### src/rtl/filter_pkg.sv
// Shared types and constants for the filter scheduler and its sub-blocks.
package filter_pkg;

    typedef enum logic [1:0] {
        StIdle,
        StIssue,
        StBusy,
        StDrain
    } sched_state_e;

    localparam logic [1:0] F_READY = 2'b00;
    localparam logic [1:0] F_COMP  = 2'b01;
    localparam logic [1:0] F_DONE  = 2'b10;

    localparam int unsigned DefaultLength = 32;

endpackage

### src/rtl/rr_arbiter.sv
// Combinational round-robin pick: first set request at or above rr_ptr, wrapping at NREQ.
module rr_arbiter #(
    parameter int unsigned NREQ  = 4,
    parameter int unsigned p_req = $clog2(NREQ)
) (
    input  logic [NREQ-1:0]  req,
    input  logic [p_req-1:0] rr_ptr,
    output logic [NREQ-1:0]  gnt,
    output logic [p_req-1:0] idx,
    output logic             valid
);

    always_comb begin
        int unsigned k;
        gnt   = '0;
        idx   = '0;
        valid = 1'b0;
        k     = 0;
        for (int unsigned i = 0; i < NREQ; i++) begin
            k = (32'(rr_ptr) + i) % NREQ;
            if (!valid && req[k]) begin
                valid  = 1'b1;
                gnt[k] = 1'b1;
                idx    = k[p_req-1:0];
            end
        end
    end

endmodule

### src/rtl/filter_sched.sv
// Shares one sparsity filter among NREQ requesters: round-robin grant, mask latch,
// filter load/compute/unload handshake and per-job latency reporting.
module filter_sched
    import filter_pkg::*;
#(
    parameter int unsigned length = DefaultLength,
    parameter int unsigned NREQ   = 4,
    parameter int unsigned p_req  = $clog2(NREQ),
    parameter int unsigned CW     = 8
) (
    input  logic                         clk,
    input  logic                         reset,
    input  logic [NREQ-1:0]              req,
    input  logic [NREQ-1:0][length-1:0]  o_mask_in,
    input  logic [NREQ-1:0][length-1:0]  xi_mask_in,
    input  logic [NREQ-1:0][length-1:0]  xw_mask_in,
    output logic [NREQ-1:0]              gnt,
    output logic [p_req-1:0]             sel,
    output logic                         f_input_ready,
    output logic [length-1:0]            f_o_mask,
    output logic [length-1:0]            f_xor_i_mask,
    output logic [length-1:0]            f_xor_w_mask,
    input  logic [1:0]                   f_state,
    output logic                         f_output_taken,
    output logic                         res_valid,
    output logic [p_req-1:0]             res_id,
    input  logic                         res_ready,
    output logic [CW-1:0]                res_cycles,
    output logic                         busy
);

    sched_state_e     state_q, state_d;
    logic [p_req-1:0] rr_ptr_q, rr_ptr_d;
    logic [NREQ-1:0]  gnt_q, gnt_d;
    logic [p_req-1:0] sel_q, sel_d;
    logic [p_req-1:0] res_id_q, res_id_d;
    logic             ir_q, ir_d;
    logic             res_valid_q, busy_q;
    logic [CW-1:0]    cnt_q, cnt_d;
    logic [length-1:0] om_q, om_d, xi_q, xi_d, xw_q, xw_d;

    logic [NREQ-1:0]  arb_gnt;
    logic [p_req-1:0] arb_idx;
    logic             arb_valid;

    rr_arbiter #(
        .NREQ  (NREQ),
        .p_req (p_req)
    ) u_arb (
        .req    (req),
        .rr_ptr (rr_ptr_q),
        .gnt    (arb_gnt),
        .idx    (arb_idx),
        .valid  (arb_valid)
    );

    always_comb begin
        state_d  = state_q;
        rr_ptr_d = rr_ptr_q;
        gnt_d    = '0;
        sel_d    = sel_q;
        res_id_d = res_id_q;
        ir_d     = ir_q;
        cnt_d    = cnt_q;
        om_d     = om_q;
        xi_d     = xi_q;
        xw_d     = xw_q;
        unique case (state_q)
            StIdle: begin
                if (arb_valid && f_state == F_READY) begin
                    gnt_d    = arb_gnt;
                    sel_d    = arb_idx;
                    om_d     = o_mask_in[arb_idx];
                    xi_d     = xi_mask_in[arb_idx];
                    xw_d     = xw_mask_in[arb_idx];
                    rr_ptr_d = (arb_idx == p_req'(NREQ - 1)) ? '0 : arb_idx + 1'b1;
                    ir_d     = 1'b1;
                    state_d  = StIssue;
                end
            end
            StIssue: begin
                // input_taken from the filter is sticky, so the 01 state is the handshake.
                if (f_state == F_COMP) begin
                    ir_d    = 1'b0;
                    cnt_d   = '0;
                    state_d = StBusy;
                end
            end
            StBusy: begin
                if (cnt_q != {CW{1'b1}}) cnt_d = cnt_q + 1'b1;
                if (f_state == F_DONE) begin
                    res_id_d = sel_q;
                    state_d  = StDrain;
                end
            end
            StDrain: begin
                if (res_ready) state_d = StIdle;
            end
            default: state_d = StIdle;
        endcase
    end

    // Also flushes a filter left in DONE when the scheduler is idle.
    always_comb begin
        f_output_taken = 1'b0;
        if (state_q == StDrain) f_output_taken = res_ready;
        else if (state_q == StIdle && f_state == F_DONE) f_output_taken = 1'b1;
    end

    always_ff @(posedge clk) begin
        if (reset) begin
            state_q     <= StIdle;
            rr_ptr_q    <= '0;
            gnt_q       <= '0;
            sel_q       <= '0;
            res_id_q    <= '0;
            ir_q        <= 1'b0;
            cnt_q       <= '0;
            om_q        <= '0;
            xi_q        <= '0;
            xw_q        <= '0;
            res_valid_q <= 1'b0;
            busy_q      <= 1'b0;
        end else begin
            state_q     <= state_d;
            rr_ptr_q    <= rr_ptr_d;
            gnt_q       <= gnt_d;
            sel_q       <= sel_d;
            res_id_q    <= res_id_d;
            ir_q        <= ir_d;
            cnt_q       <= cnt_d;
            om_q        <= om_d;
            xi_q        <= xi_d;
            xw_q        <= xw_d;
            res_valid_q <= (state_d == StDrain);
            busy_q      <= (state_d != StIdle);
        end
    end

    assign gnt           = gnt_q;
    assign sel           = sel_q;
    assign f_input_ready = ir_q;
    assign f_o_mask      = om_q;
    assign f_xor_i_mask  = xi_q;
    assign f_xor_w_mask  = xw_q;
    assign res_valid     = res_valid_q;
    assign res_id        = res_id_q;
    assign res_cycles    = cnt_q;
    assign busy          = busy_q;

endmodule
### config.mk
export PLATFORM = sky130hd
export DESIGN_NAME = filter_sched
export DESIGN_NICKNAME = d
export VERILOG_FILES = /design/src/rtl/filter_pkg.sv /design/src/rtl/rr_arbiter.sv /design/src/rtl/filter_sched.sv
export SDC_FILE = /design/constraint.sdc
export NUM_CORES = 1
export LEC_CHECK = 0
export BUFFER_PORTS_ARGS = -buffer_cell sky130_fd_sc_hd__buf_2
export CAP_MARGIN = 20
export CORE_AREA = 2 2 195 197
export CTS_BUF_LIST = sky130_fd_sc_hd__clkbuf_4 sky130_fd_sc_hd__clkbuf_8
export DETAILED_ROUTE_END_ITERATION = 10
export DIE_AREA = 0 0 197 199
export GPL_ROUTABILITY_DRIVEN = 0
export GPL_TIMING_DRIVEN = 1
export SLEW_MARGIN = 20
export SYNTH_ARGS = -nofsm -noshare
export SYNTH_HDL_FRONTEND = slang
export SYNTH_SLANG_ARGS = --single-unit
### constraint.sdc
create_clock -name clk -period 4.6 [get_ports clk]
set_input_delay 0.23 -clock clk [delete_from_list [all_inputs] [get_ports clk]]
set_output_delay 0.23 -clock clk [all_outputs]
set_load 0.005 [all_outputs]
Word-level counts from Yosys, hierarchy flattened
Cells that the tools add are included.
- register bits: 119
- bits in latches: 0
- RAM bits: 0
- ROM bits: 0
- bits of input ports: 393
- output and inout port bits: 116
- logic and storage cells: 112
- memories: 0
- $add $sub $neg: 5
- $mul: 0
- div/mod/pow operators: 0
- magnitude comparators: 9
- equality and inequality tests: 11
- shift operators: 0
- muxes and demuxes: 48
- bitwise gates (word level): 5
- reduce and logical (&&, ||, !) cells: 22
- operators by type and width (cell ; count):
    binary-select mux 32 bit (select 2 bit) ; 3
    two-way mux 32 bit ; 3
    two-way mux 2 bit ; 9
    two-way mux 1 bit ; 16
    two-way mux 4 bit ; 4
    two-way mux 8 bit ; 2
    case mux 8 bit (2 select lines) ; 1
    less-than comparator 2 x 3 -> 1 bit, second input constant ; 5
    OR 4 bit ; 3
    equality test 2 bit, second input constant ; 5
    logical AND 1 bit ; 9
    adder 8 x 1 -> 8 bit, second input constant ; 1
    binary-select mux 1 bit (select 2 bit) ; 4
    demux 1 bit (select 2 bit) ; 4
    greater-or-equal comparator 2 x 1 -> 1 bit, second input constant ; 4
    inequality test 8 bit, second input constant ; 1
    case mux 2 bit (4 select lines) ; 1
    inequality test 2 bit, second input constant ; 3
    AND reduction 3 bit ; 2
    nonzero test 2 bit ; 3
    adder 2 x 1 -> 2 bit, second input constant ; 2
    adder 2 bit, second input constant ; 2
    equality test 2 x 1 -> 1 bit, second input constant ; 2
    zero test 2 bit ; 2
    other kinds (5) ; 9

Logic depth before layout (Yosys ltp)
Gate-level depths: netlist of the first run.
- depth in word-level cells: 16
- depth in mapped cells: 15
- depth with buffers taken out: 8

Cells and area by module
Synthesis of the first run repeated with hierarchy kept, for this count alone.
- cell total of the unflattened synthesis: 694
- area total of the unflattened synthesis: 7055.5 um^2
- modules (own cells, without submodules) (module ; instances ; cells an instance ; area an instance (um^2)):
    filter_sched ; 1 ; 649 ; 6636.4
    rr_arbiter ; 1 ; 45 ; 419.2

Worst setup path after synthesis of the first run
Ideal clock, no wire load.
- path type: reg-to-reg
- start point: register rr_ptr_q[0]
- end point: register xi_q[6] (netlist: f_xor_i_mask[6])
- data arrival time: 3288 ps
- path slack: 1190 ps
- stages on the path, launching flop included: 13
- buffers on the path: 5
- clock period less this slack: 3410 ps
- cell sequence: dfxtp_1 > buf_6 > clkbuf_1 > inv_2 > clkbuf_1 > ha_1 > buf_6 > mux4_2 > o21ba_2 > o21ai_2 > clkbuf_1 > o221a_2 > a221o_1
- cells in the longest elaborated chain, start to end: 14
- elaborated cells between the ends (all ways): 29
- those cells by class: 3 x add/sub; 18 x mux; 8 x reduce/logical
- ends and longest elaborated chain (what ; RTL line ; text):
    from (decl) ; filter_sched.sv:33 ; logic [p_req-1:0] rr_ptr_q, rr_ptr_d;
    from (signal assigned) ; filter_sched.sv:126 ; rr_ptr_q <= rr_ptr_d;
    branches (longest 14 deep; another with adder 2 x 1 -> 2 bit) ; n/a ;
    to (signal assigned) ; filter_sched.sv:133 ; xi_q <= xi_d;
    to (decl) ; filter_sched.sv:40 ; logic [length-1:0] om_q, om_d, xi_q, xi_d, xw_q, xw_d;
Several ways; the timed one is not identified. The select of a mux whose other input is x is not followed.
A chain may end at the register's enable or synchronous reset.

Final worst setup path of the first run
- start point: register rr_ptr_q[1]
- end point: register xi_q[29] (netlist: f_xor_i_mask[29])
The elaborated chain is that of the path after synthesis.

==> run_results.csv, run 1 <==
group,metric,value,unit
run_status,outcome,"finished clean",
placement,place_area,10800,um^2
yosys,synth-seq-cells,119,
final_layout,nets,1819,
clocking,cts.sinks,119,
yosys,synth_flop_cell,"dfxtp_1",
worst_setup_path,crit_type,"reg2reg",
placement,numPortBuffers,508,
route,routedWlPerCell,19.1,um
worst_setup_path,crit_chain,"inv_1 -> ha_1 -> mux4_2 -> nor2b_4 -> o21ai_4 -> nand2_2 -> nand2_2 -> buf_12 -> o221ai_1",
hold_path,hold_path_end,"f_o_mask[30]",
yosys,synth_xor_area_share,0.550,%
grt,grt_max_degree,75,
placement,dp_hpwl,28.4,mm
sta,tightestPinTransition,1.11,ns
worst_setup_path,cp.required,4.93,ns
sta,slew_viol_final,0,
die,rows,71,
sta,hold_viol,0,
yosys,synthMuxAreaShare,17.6,%
hold_path,holdPathStages,3,
final_layout,flow.area_growth_from_synthesis,42.2,%
route,ant_nets,0,
worst_setup_path,start_kind,"register",
yosys,synth_top_family_by_area,"compound AO/OA/AOI/OAI gates",
pwr,p_per_area,294,nW/um^2
final_layout,final_area,11300,um^2
yosys,avgSynthCellArea,8.24,um^2
clocking,cts_buffer_depth,2,
yosys,synth_compound_area_share,24.9,%
worst_setup_path,slowest_delay,0.77,ns
route,first_pass_iters,5,
worst_setup_path,worstPathArrival,3.98,ns
yosys,yosysMostFrequentCell,"mux2i_1",
yosys,ys_warn_count,0,
yosys,synthTopCellsByCount,"mux2i_1, dfxtp_1, nand2_1, o221ai_1, nor3_1",
run,cap_violations,0,
die,die_w,197,um
worst_setup_path,crit_family,"compound AO/OA/AOI/OAI gates",
grt,grt_pass1_vias,8925,
yosys,synth_fa_ha_area_share,0.943,%
yosys,synth-simple-area-share,18.2,%
die,die_area,39200,um^2
yosys,yosysTopAreaCell,"dfxtp_1",
sta,finalCritPeriodShare,79.4,%
hold_path,min_path_type,"in2reg",
yosys,synth.area.top_cells,"dfxtp_1, mux2i_1, o221ai_1",
clocking,clk_latency,0.47,ns
sta,setup_ws,0.947,ns
worst_setup_path,critPathSlowestCell,"o21ai_4",
pwr,ir_drop,155,uV
worst_setup_path,worstRegToRegCells,9,
yosys,synth_top_area_share,29.9,%
sta,rsz0062_at_grt,"no",
die,core,37100,um^2
route,drt_wl_total,36.6,mm
yosys,ys_seq_area_share,29.9,%
grt,grt_pass1_wl,52.3,mm
worst_setup_path,end_kind,"register",
worst_setup_path,r2r_slack,0.95,ns
worst_setup_path,cpMostUsedCell,"nand2_2",
worst_setup_path,critPathMaxFanout,54,
worst_setup_path,worstPathBufferInverterCount,2,
yosys,synth_edf_count,0,
sta,setup_viol,0,
clocking,path_clk_slew,0.08,ns
yosys,synth_cell_types,57,
yosys,async_reset_ff_share,0,%
sta,slew_headroom,25.5,%
worst_setup_path,reg2reg_to,"f_xor_i_mask[29]",
yosys,syn-num-nets,1365,
route,viasPerCell,4.98,
route,vias,9538,
clocking,cts_tree,"built",
grt,grt_usage,17.5,%
placement,post-place-ws,0.994,ns
die,io_pins,509,
yosys,syn_inst,966,
hold_path,hp-start,"o_mask_in[30]",
sta,period_needed,3.65,ns
die,fp.dieH,199,um
final_layout,layout-drive-gt1-share,41.5,%
clocking,root_buffer,"clkbuf_8",
sta,fmax,274,MHz
clocking,htreeDepth,4,
clocking,cts_made_buffers,17,
die,start_util,21.4,%
sta,skew,0.00806,ns
grt,grt_antenna_before_repair,12,
yosys,syn-cell-area,7960,um^2
sta,totalNegativeSetupSlack,0,ns
route,drt-initial-drc-count,466,
pwr,static-leakage-power,5.81,nW
grt,gr-total-overflow,0,
worst_setup_path,reg2reg_from,"rr_ptr_q[1]",
route,drcViolationCount,0,
-- cells by family (layout without fill, tap and decap cells) --
logic type,after synthesis,after routing
mux,136,136
buf+inv,130,597
compound gates,255,255
other cells,0,8
flops,119,119
xor+xnor,5,5
simple gates,315,315
fa+ha+maj,6,6
-- per-stage QoR --
| step | utilization (%) | power, mW | hold WS, ns | std cells |
|---|---|---|---|---|
| 2_1_floorplan | - | 1.89 | 0.410 | 966 |
| 3_3_place_gp | 29.2 | 2.31 | 0.440 | 1868 |
| 3_5_place_dp | 29.2 | 2.33 | 0.446 | 1868 |
| 4_1_cts | 30.4 | 3.38 | 0.000941 | 1907 |
| 5_1_grt | 30.5 | 3.52 | 0.0287 | 1914 |
| 6_report | 30.5 | 3.33 | 0.0579 | 1915 |
-- repair_timing --
item	CTS	global route
gates resized for setup	0	0
hold buffers	7	0
setup buffers	0	0
endpoints found under the hold margin	7	0
-- power by group --
part	internal, mW	switching [mW]	total, mW
Clock	0.530	0.483	1.01
Combinational	0.504	0.628	1.13
Sequential	1.12	0.0604	1.18
-- area by class of cell --
type	instances	area, um^2
fill	3972	25800
tap	474	593
inverter	38	143
multi-input combinational	717	5010
clock buffer	22	284
timing repair buffer	527	2770
antenna	8	20.0
sequential	119	2390
clock inverter	10	120
-- sequential cells by signal, summed over array words and instances, names as in the netlist --
register / cells
f_o_mask: 32
f_xor_i_mask: 32
f_xor_w_mask: 32
res_cycles: 8
gnt: 4
res_id: 2
rr_ptr_q: 2
sel: 2
state_q: 2
busy: 1
f_input_ready: 1
res_valid: 1
-- worst register-to-register path, cell delays in order, from the launching register on --
cell	delay (ns)
dfxtp_1	0.48
inv_1	0.15
ha_1	0.43
mux4_2	0.49
nor2b_4	0.11
o21ai_4	0.77
nand2_2	0.20
nand2_2	0.35
buf_12	0.28
o221ai_1	0.25
-- metal layers --
| layer | global-route usage [%] | up-vias | share of wire (%) |
|---|---|---|---|
| li1 | - | 4550 | - |
| met1 | 19.3 | 4453 | 37 |
| met2 | 30.2 | 473 | 50 |
| met3 | 5.99 | 60 | 9.4 |
| met4 | 8.58 | 2 | 3.0 |
| met5 | 0 | - | 0.019 |
-- how the worst max path moves through the flow --
| stage | start | slack, ns | cells after the start | to |
|---|---|---|---|---|
| floorplan | rr_ptr_q[0] | 1.19 | 12 | f_xor_i_mask[6] |
| global placement | rr_ptr_q[1] | 1.12 | 9 | f_xor_w_mask[16] |
| detailed placement | rr_ptr_q[1] | 0.99 | 9 | f_o_mask[4] |
| CTS | rr_ptr_q[1] | 0.98 | 9 | f_o_mask[4] |
| global route | rr_ptr_q[1] | 0.70 | 9 | f_xor_i_mask[22] |
| finish | rr_ptr_q[1] | 0.95 | 9 | f_xor_i_mask[29] |
-- placed cells by master, fill, tap and decap left out, types with 3 or more instances in the layout --
master,count
nor2_1,56
nand3_1,24
clkbuf_4,3
o22ai_1,31
nand2b_1,6
a31oi_1,3
ha_1,6
a221o_1,30
mux2i_1,133
nand2_1,114
o221a_2,9
buf_4,7
a22oi_1,4
a32oi_1,14
a221oi_1,4
xor2_1,3
nor3_1,64
diode_2,8
clkinvlp_4,3
or3_1,12
o21ai_0,6
or2_2,15
o221ai_1,65
nor2b_1,3
a21oi_1,52
o21bai_1,13
o221a_1,9
buf_2,508
buf_12,5
dlygate4sd3_1,7
inv_1,37
dfxtp_1,118
nor2_4,3
mux4_2,3
clkbuf_8,19
Note: power is estimated with default switching activity, not from simulation.
==> inputs of run 2 (changes only) <==
- clock period: 4.6 -> 3.55 ns (I/O delays scaled with it)
==> run_results.csv, run 2 (same netlist as run 1, synthesis figures left out) <==
group,metric,value,unit
sta,slew_headroom,37.2,%
placement,numPortBuffers,508,
route,route.met2.wl,20.8,mm
worst_setup_path,r2r_slack,0.24,ns
hold_path,hold_path_end,"f_o_mask[19]",
worst_setup_path,worstRegToRegCells,12,
pwr,ir_drop,204,uV
placement,dp_cells,1884,
sta,rsz0062_at_grt,"no",
clocking,cts_buffer_depth,2,
placement,post-place-ws,0.377,ns
worst_setup_path,end_kind,"register",
worst_setup_path,start_kind,"register",
die,rows,71,
hold_path,hp-start,"o_mask_in[115]",
worst_setup_path,crit_family,"buffers and inverters",
route,top_layer,"met5",
die,io_pins,509,
final_layout,layout-drive-gt1-share,36.5,%
final_layout,final_cells,2171,
sta,finalCritPeriodShare,93.3,%
clocking,cts_tree,"built",
run_status,outcome,"finished clean",
sta,hold_viol,0,
route,first_pass_iters,5,
placement,dp_hpwl,28.0,mm
route,vias,11000,
worst_setup_path,reg2reg_to,"f_xor_w_mask[29]",
clocking,path_clk_slew,0.07,ns
worst_setup_path,critPathSlowestCell,"dlygate4sd3_1",
worst_setup_path,critPathMaxFanout,18,
route,routedWlPerCell,19.4,um
die,core,37100,um^2
sta,setup_ws,0.239,ns
sta,fmax,302,MHz
route,drt_wl_total,42.2,mm
die,start_util,21.4,%
sta,slew_viol_final,0,
die,die_w,197,um
final_layout,fin_util,37.3,%
grt,grt_pass1_vias,10600,
sta,setup_viol,0,
clocking,cts.sinks,119,
worst_setup_path,crit_type,"reg2reg",
clocking,clk_latency,0.49,ns
sta,period_needed,3.31,ns
run,cap_violations,0,
worst_setup_path,cpMostUsedCell,"buf_4",
route,viasPerCell,5.06,
final_layout,flow.area_growth_from_synthesis,74.1,%
clocking,root_buffer,"clkbuf_8",
pwr,static-leakage-power,6.89,nW
pwr,p_per_area,345,nW/um^2
sta,tightestPinTransition,0.940,ns
grt,grt_pass1_wl,60.3,mm
worst_setup_path,worstPathArrival,3.64,ns
route,ant_nets,0,
clocking,cts_made_buffers,17,
worst_setup_path,slowest_delay,0.59,ns
grt,gr-total-overflow,0,
final_layout,nets,2072,
grt,grt_max_degree,110,
die,die_area,39200,um^2
die,fp.dieH,199,um
grt,grt_usage,20.0,%
sta,skew,0.0153,ns
worst_setup_path,reg2reg_from,"rr_ptr_q[1]",
sta,totalNegativeSetupSlack,0,ns
route,dr_wl_met3,3.96,mm
clocking,htreeDepth,4,
final_layout,final_cell_mix,"buf_2, dlygate4sd3_1, mux2i_1",
hold_path,holdPathStages,3,
grt,grt_antenna_before_repair,12,
placement,place_area,11000,um^2
route,drt-met1-wl,15.5,mm
route,drcViolationCount,0,
route,drt-initial-drc-count,662,
worst_setup_path,cp.required,3.88,ns
final_layout,final_area,13900,um^2
worst_setup_path,worstPathBufferInverterCount,6,
hold_path,min_path_type,"in2reg",
final_layout,mostFrequentLayoutCell,"buf_2",
worst_setup_path,crit_chain,"inv_1 -> ha_1 -> buf_4 -> nor3_1 -> o32ai_1 -> buf_4 -> nand2_8 -> buf_16 -> buf_4 -> mux2i_1 -> dlygate4sd3_1 -> o221ai_1",
==> run 2: worst max-delay path by stage <==
stage | from | end | slack [ns] | cells past startpoint
final | rr_ptr_q[1] | f_xor_w_mask[29] | 0.24 | 12
after CTS | rr_ptr_q[1] | f_o_mask[28] | 0.04 | 10
after global placement | rr_ptr_q[1] | f_xor_i_mask[3] | 0.50 | 9
after detailed placement | rr_ptr_q[1] | f_xor_w_mask[12] | 0.38 | 9
after floorplan | rr_ptr_q[0] | f_xor_i_mask[6] | 0.14 | 12
after global routing | rr_ptr_q[1] | f_o_mask[28] | 0.07 | 10
==> run 2: cell type report <==
class,instances,area [um^2]
Tap cell,474,593
Sequential cell,119,2390
Timing Repair Buffer,780,5290
Antenna cell,11,27.5
Clock inverter,10,121
Multi-Input combinational cell,717,5020
Fill cell,3690,23300
Clock buffer,22,284
Inverter,38,143
==> run 2: metal layers <==
metal | vias to the layer above | track usage, %
met5 | - | 0
met4 | 4 | 11.6
met3 | 118 | 7.68
met2 | 580 | 34.3
met1 | 5218 | 21.0
li1 | 5070 | -
==> run 2: metrics by stage <==
step / total power, mW / hold slack, ns
floorplan: 2.45 / 0.357
global placement: 3.05 / 0.438
detailed placement: 3.08 / 0.444
CTS: 4.76 / 0.000156
global route: 5.04 / 0.0115
finish: 4.79 / 0.0466
==> run 2: worst min-delay path, cell delays in order <==
cell,delay [ns]
buf_2,0.08
mux2i_1,0.06
o221ai_1,0.16
==> run 2: what timing repair did <==
action / 4_1_cts / 5_1_grt
setup endpoints to repair: 0 / 21
resized for setup: 0 / 4
hold endpoints to repair: 82 / 0
hold buffers: 240 / 0
buffers inserted: 0 / 3
==> run 2: where the power goes <==
part | switching, mW | internal (mW) | leakage, nW
logic | 0.947 | 0.987 | 5.72
clock network | 0.637 | 0.686 | 0.196
registers | 0.0758 | 1.45 | 0.971
==> inputs of run 3 (changes only) <==
- ABC_AREA: not set -> 1
- CORE_AREA: 2 2 195 197 -> 2 2 197 199
- DIE_AREA: 0 0 197 199 -> 0 0 199 201
- SYNTH_HIERARCHICAL: not set -> 1
==> run_results.csv, run 3 <==
group,metric,value,unit
die,start_util,19.5,%
worst_setup_path,reg2reg_to,"f_o_mask[6]",
die,die_area,40000,um^2
route,drcViolationCount,0,
clocking,cts_hold_buffers,1,
worst_setup_path,crit_type,"reg2reg",
worst_setup_path,r2r_slack,0.37,ns
route,viasPerCell,4.64,
yosys,syn-num-nets,1586,
worst_setup_path,reg2reg_from,"rr_ptr_q[0]",
sta,slew_viol_final,0,
run,cap_violations,0,
yosys,synth_edf_count,0,
worst_setup_path,end_kind,"register",
grt,grt_pass1_wl,50.2,mm
yosys,avgSynthCellArea,6.28,um^2
pwr,static-leakage-power,5.19,nW
yosys,yosysTopAreaCell,"dfxtp_1",
hold_path,hold_path_end,"f_xor_i_mask[24]",
sta,rsz0062_at_grt,"no",
die,io_pins,509,
sta,setup_ws,0.375,ns
route,vias,10100,
yosys,synth-seq-cells,119,
sta,slew_headroom,29.5,%
clocking,cts_buffer_depth,2,
final_layout,final_area,10800,um^2
route,drt-initial-drc-count,654,
grt,grt_max_degree,102,
placement,post-place-ws,0.413,ns
die,core,38100,um^2
yosys,yosysMostFrequentCell,"nor2_1",
sta,setup_viol,0,
pwr,ir_drop,576,uV
pwr,sw_frac_of_total,47.8,%
grt,grt_pass1_vias,9576,
final_layout,mostFrequentLayoutCell,"buf_2",
clocking,root_buffer,"clkbuf_8",
yosys,syn_inst,1186,
sta,fmax,315,MHz
yosys,synth_flop_cell,"dfxtp_1",
hold_path,min_path_type,"in2reg",
clocking,cts_tree,"built",
yosys,synth.area.top_cells,"dfxtp_1, nor2_1, o21ai_0",
sta,period_needed,3.18,ns
sta,tightestPinTransition,1.06,ns
placement,place_area,10400,um^2
sta,skew,0.00907,ns
clocking,cts_resized,0,
grt,grt_usage,16.1,%
yosys,async_reset_ff_share,0,%
yosys,synth_top_area_share,32.0,%
route,drt_wl_total,33.2,mm
pwr,pwr-share-clk,17.2,%
run_status,outcome,"finished clean",
grt,gr-total-overflow,0,
hold_path,hp-start,"xi_mask_in[88]",
die,fp.dieH,201,um
final_layout,nets,2045,
clocking,path_clk_slew,0.07,ns
pwr,power,7.62,mW
yosys,ys_warn_count,6,
clocking,cts.sinks,119,
final_layout,layout-drive-gt1-share,35.6,%
pwr,comb_power_share,61.6,%
pwr,p_int,3.98,mW
worst_setup_path,start_kind,"register",
route,ant_nets,0,
route,routedWlPerCell,15.3,um
pwr,seq_power_share,21.3,%
sta,hold_viol,0,
die,rows,72,
sta,finalCritPeriodShare,89.4,%
placement,dp_hpwl,24.6,mm
pwr,p_per_area,704,nW/um^2
clocking,post_cts_buffers,0,
clocking,htreeDepth,4,
hold_path,holdPathStages,5,
placement,numPortBuffers,508,
worst_setup_path,worstRegToRegCells,14,
yosys,synthTopCellsByCount,"nor2_1, o21ai_0, dfxtp_1, o21ai_1, o22ai_1",
yosys,ys_seq_area_share,32.0,%
sta,totalNegativeSetupSlack,0,ns
grt,grt_antenna_before_repair,3,
worst_setup_path,critPathMaxFanout,63,
worst_setup_path,worstPathArrival,3.57,ns
clocking,clk_latency,0.46,ns
yosys,synth_cell_types,29,
final_layout,final_cell_mix,"buf_2, nor2_1, o21ai_0",
final_layout,flow.area_growth_from_synthesis,45.2,%
yosys,syn-cell-area,7450,um^2
route,first_pass_iters,8,
pwr,switchingPower,3.64,mW
clocking,cts_made_buffers,17,
die,die_w,199,um
worst_setup_path,cp.required,3.95,ns
[run 3: how the worst max path moves through the flow]
stage / end / cells after the start / startpoint
detailed placement: f_o_mask[6] / 14 / rr_ptr_q[0]
global route: f_o_mask[6] / 14 / rr_ptr_q[0]
floorplan: f_o_mask[11] / 16 / rr_ptr_q[0]
CTS: f_o_mask[6] / 14 / rr_ptr_q[0]
global placement: f_o_mask[6] / 14 / rr_ptr_q[0]
finish: f_o_mask[6] / 14 / rr_ptr_q[0]
[run 3: cell families (layout without fill, tap and decap cells)]
group                    after synthesis  count (layout)  synth area share [%]
adder cells (fa/ha/maj)                7               7                  1.18
buffers and inverters                129             598                  9.34
AO/OA/AOI/OAI                        412             412                  29.4
AND/OR/NAND/NOR                      519             519                  28.1
other                                  0               3                     0
flip-flops                           119             119                  32.0
[run 3: power groups by stage]
stage          clock [mW]  combinational (mW)  sequential (mW)
2_1_floorplan           0                3.32             1.65
3_3_place_gp            0                4.61             1.64
3_5_place_dp            0                4.66             1.64
4_1_cts              1.38                4.67             1.62
5_1_grt              1.45                5.19             1.64
6_report             1.31                4.69             1.62
[run 3: worst max-delay path: stages (launching register included)]
cell and delay, ns:
dfxtp_1 0.52, inv_2 0.17, ha_1 0.39, inv_1 0.10, nand3_1 0.09, nand2_1 0.05, nor2_1 0.32, a21oi_1 0.19
nand3_4 0.15, buf_12 0.28, buf_12 0.26, o21ai_0 0.12, o22ai_1 0.22, nor2_1 0.07, nor2_1 0.09
[run 3: cell type report]
type / count / area, um^2
fillers: 4274 / 27300
clock inverters: 9 / 128
clock buffers: 20 / 269
diodes: 3 / 7.51
well taps: 518 / 648
inverters: 32 / 128
repair buffers: 537 / 2850
flip-flops and latches: 119 / 2380
multi-input cells: 938 / 4400
[run 3: metrics by stage]
stage / util (%) / cells / hold slack, ns
global placement: 27.3 / 2143 / 0.462
global route: 28.4 / 2176 / 0.0557
floorplan: - / 1186 / 0.412
CTS: 28.4 / 2173 / 0.0176
detailed placement: 27.3 / 2143 / 0.467
finish: 28.4 / 2176 / 0.0810
[run 3: layer usage]
layer | up-vias | part of all wire (%) | global-route usage [%]
met5 | - | 0 | 0
met4 | 0 | 4.5 | 8.88
met3 | 94 | 9.1 | 5.41
met2 | 529 | 45 | 26.1
met1 | 4522 | 41 | 18.6
li1 | 4949 | - | -
